File: config.mk
export PLATFORM = sky130hd
export DESIGN_NAME = bootram_bus_bridge
export DESIGN_NICKNAME = d
export VERILOG_FILES = /design/src/rtl/bootram_bus_bridge.sv
export SDC_FILE = /design/constraint.sdc
export NUM_CORES = 1
export LEC_CHECK = 0
export BUFFER_PORTS_ARGS = -buffer_cell sky130_fd_sc_hd__buf_2
export CORE_ASPECT_RATIO = 1.1
export CORE_MARGIN = 2
export CORE_UTILIZATION = 40
export CTS_CLUSTER_DIAMETER = 50
export DETAILED_ROUTE_END_ITERATION = 12
export PLACE_DENSITY = 0.85
export SLEW_MARGIN = 20
export SYNTH_ARGS = -nofsm -noshare
export SYNTH_HDL_FRONTEND = slang
export SYNTH_SLANG_ARGS = --single-unit
File: constraint.sdc
create_clock -name clk -period 3 [get_ports clk]
set_clock_uncertainty 0.2 [all_clocks]
set_input_delay 0.6 -clock clk [delete_from_list [all_inputs] [get_ports clk]]
set_output_delay 0.6 -clock clk [all_outputs]
set_load 0.02 [all_outputs]
File: src/rtl/bootram_bus_bridge.sv
// PicoRV32 native-bus slave for the 8 KB boot RAM built from four 2Kx8 SP
// byte-lane macros; sequences CE/WRE/AD/DI and adds write protection.
module bootram_bus_bridge #(
  parameter logic [31:0] BASE_ADDR   = 32'h0000_0000,
  parameter int          ADDR_WIDTH  = 11,
  parameter int          RST_STRETCH = 2,
  parameter logic        WP_DEFAULT  = 1'b1
) (
  input  logic                  clk,
  input  logic                  resetn,
  input  logic                  mem_valid,
  input  logic [31:0]           mem_addr,
  input  logic [31:0]           mem_wdata,
  input  logic [3:0]            mem_wstrb,
  output logic                  mem_ready,
  output logic [31:0]           mem_rdata,
  input  logic                  wp_set,
  output logic [7:0]            wp_viol_cnt,
  output logic [ADDR_WIDTH-1:0] ram_ad,
  output logic [31:0]           ram_din,
  output logic [3:0]            ram_ce,
  output logic [3:0]            ram_wre,
  output logic                  ram_oce,
  output logic                  ram_reset,
  input  logic [31:0]           ram_dout
);

  typedef enum logic [1:0] {
    IDLE,
    ACCESS,
    RESP
  } state_e;

  state_e                state_q, state_d;
  logic [ADDR_WIDTH-1:0] ad_q, ad_d;
  logic [31:0]           din_q, din_d;
  logic [3:0]            strb_q, strb_d;
  logic                  wr_q, wr_d;
  logic                  blk_q, blk_d;
  logic                  wp_q, wp_d;
  logic [7:0]            viol_q, viol_d;
  logic [3:0]            rst_cnt_q, rst_cnt_d;
  logic                  sel;
  logic                  unused;

  assign unused = ^mem_addr[1:0];

  assign sel = mem_valid &&
    (mem_addr[31:ADDR_WIDTH+2] == BASE_ADDR[31:ADDR_WIDTH+2]);

  // macro output reset is held while the counter drains
  assign ram_reset   = |rst_cnt_q;
  assign ram_oce     = 1'b1;
  assign ram_ad      = ad_q;
  assign ram_din     = din_q;
  assign wp_viol_cnt = viol_q;

  always_comb begin
    state_d   = state_q;
    ad_d      = ad_q;
    din_d     = din_q;
    strb_d    = strb_q;
    wr_d      = wr_q;
    blk_d     = blk_q;
    viol_d    = viol_q;
    wp_d      = wp_set;
    rst_cnt_d = rst_cnt_q - {3'b0, ram_reset};
    ram_ce    = 4'h0;
    ram_wre   = 4'h0;
    mem_ready = 1'b0;
    mem_rdata = 32'h0;
    case (state_q)
      IDLE: begin
        if (sel && !ram_reset) begin
          ad_d    = mem_addr[ADDR_WIDTH+1:2];
          din_d   = mem_wdata;
          strb_d  = mem_wstrb;
          wr_d    = |mem_wstrb;
          blk_d   = (|mem_wstrb) & wp_q;
          state_d = ACCESS;
        end
      end
      ACCESS: begin
        if (!wr_q) begin
          ram_ce = 4'hF;
        end else if (!blk_q) begin
          ram_ce  = strb_q;
          ram_wre = strb_q;
        end
        state_d = RESP;
      end
      RESP: begin
        mem_ready = 1'b1;
        if (!wr_q) mem_rdata = ram_dout;
        if (blk_q && viol_q != 8'hFF) viol_d = viol_q + 8'd1;
        state_d = IDLE;
      end
      default: state_d = IDLE;
    endcase
  end

  always_ff @(posedge clk or negedge resetn) begin
    if (!resetn) begin
      state_q   <= IDLE;
      ad_q      <= '0;
      din_q     <= '0;
      strb_q    <= '0;
      wr_q      <= 1'b0;
      blk_q     <= 1'b0;
      wp_q      <= WP_DEFAULT;
      viol_q    <= '0;
      rst_cnt_q <= 4'(RST_STRETCH);
    end else begin
      state_q   <= state_d;
      ad_q      <= ad_d;
      din_q     <= din_d;
      strb_q    <= strb_d;
      wr_q      <= wr_d;
      blk_q     <= blk_d;
      wp_q      <= wp_d;
      viol_q    <= viol_d;
      rst_cnt_q <= rst_cnt_d;
    end
  end

endmodule

==> results.py <==
metrics = {
    "worst_setup_path": {
        "end_kind": "flop",
        "reg2reg_from": "state_q[0]",
        "start_kind": "flop",
        "cp.arrival_ns": 2.44,
        "cp_top_family": "simple AND/OR/NAND/NOR gates",
        "r2r_slack_ns": 0.56,
        "crit_chain": "nor4_1 > nand4_1 > nor4_4 > buf_12 > mux2_2",
        "r2r_cells": 5,
        "path_max_fanout": 39,
        "path_class": "flop to flop",
        "required_ns": 3.00,
        "max_stage_delay_ns": 0.42,
        "reg2reg_to": "ram_din[10]",
        "slowest_stage": "nor4_1",
        "path_buf_inv": 1,
    },
    "synthesis": {
        "post_synth.cell_area_avg_um2": 13.11,
        "synth_common_cells": "dfrtp_1, mux2_2, and2_1",
        "synthDistinctLibCells": 29,
        "ys.warnings.count": 0,
        "synth.area.top_cells": "dfrtp_1, mux2_2, and2_1",
        "synth-seq-cells": 64,
        "synth_edf_count": 0,
        "synth_top_cell_area_share_pct": 54.79,
        "syn_inst": 216,
        "syn_area_um2": 2831,
        "seq_area_frac_synth_pct": 56.65,
        "ys.flop_type": "dfrtp_1",
        "synth_fp_nets": 323,
        "synth_most_common_cell": "dfrtp_1",
        "synth_area_leader_cell": "dfrtp_1",
        "async_flop_share_pct": 100.0,
    },
    "sta": {
        "finalSetupTns_ns": 0,
        "rsz0062_at_grt": "no",
        "max_slew.worst_pin.slew_ns": 0.6767,
        "finalCritPeriodShare_pct": 81.39,
        "drv_slew": 0,
        "setup_viol": 0,
        "max_slew_margin_pct": 54.29,
        "fmax_ghz": 0.4096,
        "setup_ws_ns": 0.5583,
        "hold_viol_final": 0,
        "fin_crit_ns": 2.442,
    },
    "detailed_routing": {
        "drc": 0,
        "drtIter0Drc": 64,
        "drt_wl_total_um": 6720,
        "drt-pass1-iter-count": 6,
        "ant_nets": 0,
        "wl_per_cell_um": 13.31,
        "avgViaCountPerCell": 4.735,
        "routed-via-count": 2391,
    },
    "die": {
        "row_count": 32,
        "die_w_um": 84.22,
        "core_um2": 6927,
        "start_util_pct": 40.88,
        "die_area_um2": 7768,
        "fp.dieH_um": 92.24,
        "ios": 198,
    },
    "cells_and_area": {
        "fin_nets": 523,
        "diodes": 0,
        "stdcell_count": 505,
        "drive_gt1_share_pct": 60.95,
        "synthToLayoutAreaGrowth_pct": 43.84,
    },
    "cts": {
        "cts_tree": "done",
        "path_clk_slew_ns": 0.07,
        "clock_latency_ns": 0.32,
        "postCtsSetupBuffers": 0,
        "cts.repair.resized": 0,
        "hold_buffers": 0,
        "cts_max_level": 3,
        "root_buffer": "clkbuf_8",
        "clock_sinks": 64,
        "cts_buffers": 9,
        "ctsLongestPathBuffers": 2,
    },
    "pwr": {
        "leakagePower_nw": 2.476,
        "power.density_nw_per_um2": 390.2,
        "irDropWorstVdd_v": 0.0003339,
    },
    "placement": {
        "hpwl_um": 5453,
        "place_ws_ns": 0.2819,
        "io_buffers": 194,
        "dp.cells": 490,
        "gp_congestion": 0.7997,
    },
    "grt": {
        "grt_overflow": 0,
        "grt_pass1_wl_um": 10520,
        "grt_pass1_vias": 2343,
        "track_usage_pct": 17.05,
        "antenna_found_initial": 0,
        "grt_max_degree": 40,
    },
    "run": {
        "max-cap-violations": 0,
    },
    "run_status": {
        "status": "finished, final reports clean",
    },
    "min_path": {
        "hp-class": "input port to async pin",
    },
}
where the power goes:
part           internal [mW]  switching (mW)  total [mW]  leakage, nW
sequential             0.864        0.000281       0.865        0.882
combinational         0.0504          0.0365      0.0869         1.51
clock                  0.338           0.300       0.638       0.0882
total                   1.25           0.337        1.59         2.48
per-layer routing:
layer  up-vias  wire (um)  global-route usage (%)
li1       1134          -                       -
met5         -          0                       0
met3         6        581                   4.950
met2       110       3764                   31.88
met1      1141       2311                   17.59
met4         0         63                   6.989
placed cells by master, fill, tap and decap left out, types with 2 or more instances in the layout:
cell type	n
buf_2	194
dfrtp_1	62
mux2_2	40
and2_1	36
clkbuf_8	11
mux2_1	9
nand2_1	8
xnor2_1	7
inv_1	6
a21oi_1	4
nor4_1	4
nand4_1	4
nor2_1	3
and3_1	3
ha_1	3
xor2_1	2
nor2b_1	2
or4_1	2
nand3_1	2
clkinv_2	2
buf_4	2
buf_12	2
dfstp_2	2
worst max path at each step:
stage	start	endpoint	slack [ns]	cells past startpoint
2_1_floorplan	mem_addr[30]	ram_din[0]	0.61	5
3_3_place_gp	mem_addr[24]	ram_din[8]	0.28	6
3_5_place_dp	mem_addr[24]	ram_din[10]	0.28	6
4_1_cts	state_q[0]	mem_rdata[24]	0.51	5
5_1_grt	state_q[1]	mem_rdata[16]	0.40	5
6_report	state_q[0]	ram_din[10]	0.56	5
sequential cells by signal, indices dropped and copies added, names as in the netlist:
signal / count
strb_q: 4
wp_q: 1
ram_din: 32
blk_q: 1
ram_ad: 11
rst_cnt_q: 4
state_q: 2
wr_q: 1
wp_viol_cnt: 8
worst reg2reg max path, stage by stage, from the launching register on:
cell     delay (ns)
dfrtp_1        0.40
nor4_1         0.42
nand4_1        0.24
nor4_4         0.41
buf_12         0.27
mux2_2         0.40
final cells by class:
type / count / area, um2
Clock buffer: 12 / 155.1
Clock inverter: 3 / 17.52
Fill cell: 591 / 2854
Inverter: 6 / 22.52
Multi-Input combinational cell: 137 / 1141
Sequential cell: 64 / 1604
Tap cell: 85 / 106.4
Timing Repair Buffer: 198 / 1026
metrics by stage:
step           hold slack (ns)  util [%]  power, mW  instance area (um2)
2_1_floorplan           0.1044         -     0.8869                 2831
3_3_place_gp            0.2570     56.30     0.9669                 3900
3_5_place_dp            0.2632     56.30     0.9694                 3900
4_1_cts                 0.1047     58.80      1.616                 4073
5_1_grt                 0.1449     58.80      1.664                 4073
6_report                0.1028     58.80      1.589                 4073
cells by family (layout without fill, tap and decap cells):
logic type | Yosys count | count (layout) | share of synthesized area [%]
AND/OR/NAND/NOR | 69 | 69 | 15.20
flip-flops | 64 | 64 | 56.65
multiplexers | 50 | 50 | 19.84
buffers and inverters | 15 | 219 | 3.049
XOR/XNOR | 9 | 9 | 2.784
AO/OA/AOI/OAI | 5 | 5 | 1.016
adder cells (fa/ha/maj) | 3 | 3 | 1.326
other | 1 | 1 | 0.1324
No activity file was read; power rests on OpenSTA's default activity.
